==> src/rtl/srlor_bank_sched.sv <==
// Round-robin scheduler that shares a bank of enable-gated SR latch cells between requesters:
// it writes a cell, reads it back through a synchroniser, retries on mismatch and sequences bank clears.
module srlor_bank_sched #(
    parameter  int NREQ      = 4,
    parameter  int NLAT      = 8,
    parameter  int SETTLE    = 2,
    parameter  int MAX_RETRY = 3,
    localparam int IW        = $clog2(NLAT)
) (
    input  logic                 clk,
    input  logic                 rst,
    input  logic [NREQ-1:0]      req,
    input  logic [NREQ*IW-1:0]   req_idx,
    input  logic [NREQ-1:0]      req_val,
    output logic [NREQ-1:0]      ack,
    output logic [NREQ-1:0]      err,
    input  logic                 clr,
    output logic                 busy,
    output logic [NLAT-1:0]      lat_s,
    output logic [NLAT-1:0]      lat_e,
    output logic                 lat_rst,
    input  logic [NLAT-1:0]      lat_q
);

    localparam int             PW     = (NREQ > 1) ? $clog2(NREQ) : 1;
    localparam logic [IW:0]    NLAT_L = (IW+1)'(NLAT);
    localparam logic [3:0]     SET_LAST  = 4'(SETTLE - 1);
    localparam logic [3:0]     SYNC_LAST = 4'd2;
    localparam logic [2:0]     RETRY_MAX = 3'(MAX_RETRY);

    typedef enum logic [2:0] {
        S_IDLE,
        S_CLEAR,
        S_SETUP,
        S_WRITE,
        S_SYNC,
        S_ACK
    } state_t;

    state_t            state;
    logic [PW-1:0]     ptr;
    logic [PW-1:0]     gnt;
    logic [IW-1:0]     idx_r;
    logic              val_r;
    logic [2:0]        retry;
    logic [3:0]        cnt;
    logic              clr_block;
    logic [NLAT-1:0]   sync1;
    logic [NLAT-1:0]   sync2;

    logic              any_req;
    logic [PW-1:0]     sel;
    logic [PW-1:0]     cand;
    logic [IW-1:0]     sel_idx;
    logic              sel_idx_ok;

    // NOTE: every signal driven in always_comb gets a default up front so no path leaves it
    // unassigned; otherwise synthesis infers a latch.
    always_comb begin
        any_req = 1'b0;
        sel     = '0;
        cand    = '0;
        for (int i = 0; i < NREQ; i++) begin
            cand = PW'((int'(ptr) + i) % NREQ);
            if (!any_req && req[cand]) begin
                any_req = 1'b1;
                sel     = cand;
            end
        end
    end

    assign sel_idx    = req_idx[int'(sel)*IW +: IW];
    assign sel_idx_ok = ({1'b0, sel_idx} < NLAT_L);

    // NOTE: sequential state uses non-blocking assignments only, so every flop samples
    // pre-edge values regardless of statement order.
    always_ff @(posedge clk or posedge rst) begin
        if (rst) begin
            state     <= S_IDLE;
            ptr       <= '0;
            gnt       <= '0;
            idx_r     <= '0;
            val_r     <= 1'b0;
            retry     <= '0;
            cnt       <= '0;
            clr_block <= 1'b0;
            sync1     <= '0;
            sync2     <= '0;
            ack       <= '0;
            err       <= '0;
            busy      <= 1'b0;
            lat_s     <= '0;
            lat_e     <= '1;
            lat_rst   <= 1'b1;
        end else begin
            sync1 <= lat_q;
            sync2 <= sync1;
            case (state)
                S_IDLE: begin
                    lat_rst <= 1'b0;
                    lat_s   <= '0;
                    lat_e   <= '1;
                    // One clear per IDLE visit keeps a held clr from starving pending requests.
                    if (clr && !clr_block) begin
                        state   <= S_CLEAR;
                        lat_rst <= 1'b1;
                        cnt     <= '0;
                        busy    <= 1'b1;
                    end else if (any_req) begin
                        gnt       <= sel;
                        idx_r     <= sel_idx;
                        val_r     <= req_val[sel];
                        retry     <= '0;
                        clr_block <= 1'b0;
                        busy      <= 1'b1;
                        if (sel_idx_ok) begin
                            state          <= S_SETUP;
                            lat_s[sel_idx] <= req_val[sel];
                        end else begin
                            state    <= S_ACK;
                            ack[sel] <= 1'b1;
                            err[sel] <= 1'b1;
                        end
                    end else begin
                        clr_block <= 1'b0;
                    end
                end
                S_CLEAR: begin
                    if (cnt == SET_LAST) begin
                        state     <= S_IDLE;
                        lat_rst   <= 1'b0;
                        clr_block <= 1'b1;
                        busy      <= 1'b0;
                    end else begin
                        cnt <= cnt + 4'd1;
                    end
                end
                S_SETUP: begin
                    state        <= S_WRITE;
                    lat_e[idx_r] <= 1'b0;
                    cnt          <= '0;
                end
                S_WRITE: begin
                    if (cnt == SET_LAST) begin
                        state <= S_SYNC;
                        lat_e <= '1;
                        cnt   <= '0;
                    end else begin
                        cnt <= cnt + 4'd1;
                    end
                end
                S_SYNC: begin
                    if (cnt == SYNC_LAST) begin
                        if (sync2[idx_r] == val_r) begin
                            state    <= S_ACK;
                            ack[gnt] <= 1'b1;
                            err[gnt] <= 1'b0;
                        end else if (retry < RETRY_MAX) begin
                            state <= S_SETUP;
                            retry <= retry + 3'd1;
                        end else begin
                            state    <= S_ACK;
                            ack[gnt] <= 1'b1;
                            err[gnt] <= 1'b1;
                        end
                    end else begin
                        cnt <= cnt + 4'd1;
                    end
                end
                S_ACK: begin
                    if (!req[gnt]) begin
                        state    <= S_IDLE;
                        ack[gnt] <= 1'b0;
                        err[gnt] <= 1'b0;
                        lat_s    <= '0;
                        busy     <= 1'b0;
                        ptr      <= (gnt == PW'(NREQ - 1)) ? '0 : gnt + PW'(1);
                    end
                end
                default: begin
                    state <= S_IDLE;
                    busy  <= 1'b0;
                end
            endcase
        end
    end

endmodule

==> config.mk <==
export PLATFORM = sky130hd
export DESIGN_NAME = srlor_bank_sched
export DESIGN_NICKNAME = d
export VERILOG_FILES = /design/src/rtl/srlor_bank_sched.sv
export SDC_FILE = /design/constraint.sdc
export NUM_CORES = 1
export LEC_CHECK = 0
export BUFFER_PORTS_ARGS = -buffer_cell sky130_fd_sc_hd__clkbuf_2
export CORE_ASPECT_RATIO = 1.25
export CORE_MARGIN = 3
export CORE_UTILIZATION = 35
export CTS_BUF_LIST = sky130_fd_sc_hd__clkbuf_4
export CTS_CLUSTER_SIZE = 28
export DETAILED_ROUTE_END_ITERATION = 7
export PLACE_DENSITY_LB_ADDON = 0.08
export SLEW_MARGIN = 10
export SYNTH_ARGS = -nofsm -noshare
export SYNTH_HDL_FRONTEND = slang
export SYNTH_SLANG_ARGS = --single-unit
==> constraint.sdc <==
create_clock -name clk -period 3.2 [get_ports clk]
set_input_delay 0.96 -clock clk [delete_from_list [all_inputs] [get_ports clk]]
set_output_delay 0.96 -clock clk [all_outputs]
set_load 0.01 [all_outputs]
After elaboration in Yosys (flattened, before gate mapping)
Index checks and enable logic that the tools add are counted.

storage, ports and cells
  memories = 0
  latch bits = 0
  memory bits (writable) = 0
  output and inout port bits = 26
  input bits = 31
  ROM bits = 0
  bits in registers = 61
  logic and storage cells = 174

cells by class
  $lt $le $gt $ge = 12
  $mul = 1
  eq/ne operators = 22
  reduce and logical (&&, ||, !) cells = 30
  multiplexer cells = 75
  shift operators = 1
  add/subtract/negate cells = 6
  bitwise operators = 11
  divide/modulo/power cells = 0

operators by type and width
  operator                                                     count
  two-way mux 4 bit                                            12
  two-way mux 3 bit                                            13
  two-way mux 8 bit                                            4
  one-hot mux 8 bit (3 select lines)                           1
  != test 2 bit (second input constant)                        11
  two-way mux 1 bit                                            21
  one-hot mux 4 bit (5 select lines)                           1
  less-than comparator 2 x 3 -> 1 bit (second input constant)  6
  one-hot mux 3 bit (6 select lines)                           1
  bitwise AND 8 bit                                            2
  one-hot mux 4 bit (2 select lines)                           2
  one-hot mux 8 bit (2 select lines)                           1
  binary-select mux 1 bit (select 2 bit)                       6
  AND reduction 4 bit                                          3
  variable part select 12 x 5 -> 3 bit                         1
  two-way mux 2 bit                                            5
  bitwise AND 4 bit                                            2
  less-than comparator 3 x 4 -> 1 bit (second input constant)  2
  NOT 8 bit                                                    1
  bitwise OR 4 bit                                             2
  AND reduction 2 bit                                          4
  nonzero test 2 bit                                           4
  logical AND 1 bit                                            7
  demux 1 bit (select 3 bit)                                   2
  31 further kinds                                             44

Logic depth before layout (Yosys ltp)
  depth after elaboration = 22
  gate-level depth with buffers = 9
  mapped depth without buffers = 8

Worst setup path before layout
OpenSTA, ideal clock, no wires.

  path type = input port to flip-flop
  start = input req[3]
  end = register (tool-made name)
  path buffers = 0
  path slack = 0.660 ns
  data arrival time = 2.419 ns
  stages = 5
  path through = mux4_2 > nor3_1 > o21bai_2 > nand2_1 > a22o_1

RTL lines
  item         RTL line  RTL
  from (decl)  12        input logic [NREQ-1:0] req,

Worst setup path after layout
  start = register idx_r[0]
  end = register state[0]

on the way
  word-level cells in the longest chain between the ends = 6

ends and longest elaborated chain
  item                                     RTL line  RTL
  from (decl)                              43        logic [IW-1:0] idx_r;
  from (signal assigned)                   111       idx_r <= sel_idx;
  binary-select mux 1 bit (select 3 bit)   154       if (sync2[idx_r] == val_r) begin
  two-way mux 1 bit (not written as such)  154
  equality test 1 bit                      154
  two-way mux 3 bit                        154
  two-way mux 3 bit                        153       if (cnt == SYNC_LAST) begin
  one-hot mux 3 bit (6 select lines)       98        case (state)
  to (signal assigned)                     105       state <= S_CLEAR;
  to (signal assigned)                     155       state <= S_ACK;
  to (signal assigned)                     159       state <= S_SETUP;
  to (decl)                                40        state_t state;

No other way between the ends. The select of a mux whose other input is x is not followed.
A chain may end at the register's enable or synchronous reset.

==> flow_summary.yaml <==
pwr:
  p_seq_share_pct: 40.6
  irDropWorstVdd_mv: 0.310
  p_leak_nw: 1.62
  p_sw_share_pct: 41.5
  intPower_mw: 1.74
  pwr-share-clk_pct: 18.6
  pwr-share-comb_pct: 40.8
  p_per_area_mw_per_mm2: 854
  total_power_mw: 2.98
  switching_power_mw: 1.24
placement:
  post-place-ws_ps: 341
  dp_hpwl_um: 5020
  gp_congestion: 0.782
  port_buffers: 56
clock_network:
  htreeDepth: 3
  cts_num_sinks: 61
  cts.clk_slew.worst_paths_ps: 110
  post_cts_buffers: 0
  cts_made_buffers: 9
  clock_latency_ps: 410
  cts_tree: "built"
  cts_hold_buffers: 0
  cts-root-buf: "clkbuf_4"
  post_cts_resized: 0
  clockBufferDepth: 2
setup_path:
  worstSetupStartpointType: "register"
  rr_endpoint: "state[0]"
  rr_worst_depth: 7
  crit_start: "idx_r[0]"
  path_class: "register to register"
  end_kind: "register"
  worstPathRequired_ps: 3500
  cp.arrival_ps: 2900
  r2r_slack_ps: 600
  cp_max_fo: 7
  reg2reg_from: "idx_r[0]"
layout:
  area_growth_pct: 19.3
  final_nets: 390
  diodes: 0
  nFillCells: 789
  layout-drive-gt1-share_pct: 29.8
sta:
  max_slew.worst_pin.slew_ps: 822
  setup_ws_ps: 604
  setup_tns_ps: 0
  max-slew-margin-rel_pct: 45.2
  final-max-slew-violation-count: 0
  hold_viol_final: 0
  fin_crit_sh_pct: 81.1
  finalCriticalPeriod_ps: 2600
  rsz0062_at_grt: "false"
  timing.fmax_mhz: 385
  finalSetupViolations: 0
  finalClockSkew_ps: 21.3
synth:
  syn_avg_cell_area_um2: 10.3
  syn-instance-count: 285
  synth_edf_count: 0
  ys.flop_type: "dfrtp_1"
  seq_area_frac_synth_pct: 52.6
  yosysMostFrequentCell: "dfrtp_1"
  synth.net_count: 324
  async_flop_share_pct: 100
  syn-cell-area_mm2: 0.00293
  ys_ff_latch: 61
  yosysTopAreaCellShare_pct: 44.5
  yosysTopAreaCell: "dfrtp_1"
  ys_warn_count: 0
  post_synth_num_cell_types: 51
  yosys-top-cells-area: "dfrtp_1 44%, dfstp_2 8.1%, nand2_1 5.3%"
  synthTopCellsByCount: "52 x dfrtp_1, 41 x nand2_1, 25 x o21ai_0, 16 x a21oi_1, 16 x nor2_1"
detailed_routing:
  viasPerCell: 5.22
  wl_um: 6800
  firstDrtPassIters: 5
  drc: 0
  wl_per_cell_um: 15.1
  vias: 2353
  ant_nets: 0
  drtIter0Drc: 84
worst_hold_path:
  hold_class: "register to register"
  hold_depth: 0
  min_to: "sync2[1]"
  min_from: "sync1[1]"
die:
  coreArea_mm2: 0.00797
  die_area_mm2: 0.00950
  start_util_pct: 36.7
  pin_count: 57
  die_height_um: 108
  core.rowCount: 36
  die_w_um: 87.8
global_route:
  antenna_found_initial: 0
  track_usage_pct: 15.5
  grt_max_degree: 40
  grt_pass1_wl_um: 11400
  grt_overflow: 0
  grt_pass1_vias: 2331
run:
  max_cap_viol_count: 0
outcome:
  status: "finished clean"
## metrics by stage
step	hold WS [ps]	cells	instance area [um2]	utilization, %
2_1_floorplan	331	285	2930	-
3_3_place_gp	332	435	3350	42.0
3_5_place_dp	336	435	3350	42.0
4_1_cts	364	451	3490	43.8
5_1_grt	374	451	3490	43.8
6_report	360	451	3490	43.8
## cells in the final DEF, fill, tap and decap left out, types with 8 or more instances in the layout
master / netlist / routed
a21oi_1: 16 / 16
clkbuf_2: 0 / 56
clkbuf_4: 0 / 9
dfrtp_1: 52 / 52
dfstp_2: 9 / 9
ha_1: 8 / 8
mux2i_1: 8 / 8
nand2_1: 41 / 41
nand3_1: 14 / 14
nor2_1: 16 / 16
o21ai_0: 25 / 25
o31ai_1: 12 / 12
## power by group through the flow
stage / logic (mW) / registers [mW] / clock network, mW
2_1_floorplan: 0.867 / 1.18 / 0
3_3_place_gp: 1.22 / 1.23 / 0
3_5_place_dp: 1.23 / 1.23 / 0
4_1_cts: 1.23 / 1.21 / 0.579
5_1_grt: 1.38 / 1.25 / 0.615
6_report: 1.22 / 1.21 / 0.556
## worst max path at each step
stage	cells after the start	endpoint	slack, ps
after floorplan	5	register	660
after global placement	7	lat_s[0]	440
after detailed placement	7	lat_s[2]	340
after CTS	6	retry[1]	560
after global routing	7	state[0]	470
final	7	state[0]	600
## worst max-delay path, cell delays in order, from the launching register on
cell and delay [ps]:
dfrtp_1 530, mux4_2 540, a222oi_1 590, mux2i_1 250, buf_4 180, and2b_1 180
nor3_1 170, nor2_1 70
## cells by family (layout without fill, tap and decap cells)
logic type               Yosys count  in the layout  share of synthesized area [%]
AND/OR/NAND/NOR                  108            108                           18.7
AO/OA/AOI/OAI                     76             76                           16.6
flip-flops                        61             61                           52.6
multiplexers                      15             15                           6.20
buffers and inverters             15             86                           1.92
adder cells (fa/ha/maj)            8              8                           3.42
XOR/XNOR                           2              2                          0.599
## area by class of cell
cell class | count | area, um2 | share of cell area [%]
flip-flops and latches | 61 | 1540 | 44.1
multi-input cells | 209 | 1330 | 38.1
repair buffers | 63 | 333 | 9.54
well taps | 95 | 119 | 3.41
clock inverters | 7 | 75.1 | 2.15
clock buffers | 9 | 67.6 | 1.94
inverters | 7 | 26.3 | 0.753
## per-layer routing
layer / track usage [%] / share of wire [%]
met1: 20.5 / 46
met2: 24.5 / 49
met3: 3.81 / 3.7
met4: 5.92 / 1.5
met5: 0 / 0
Note: power is estimated with default switching activity, not from simulation.
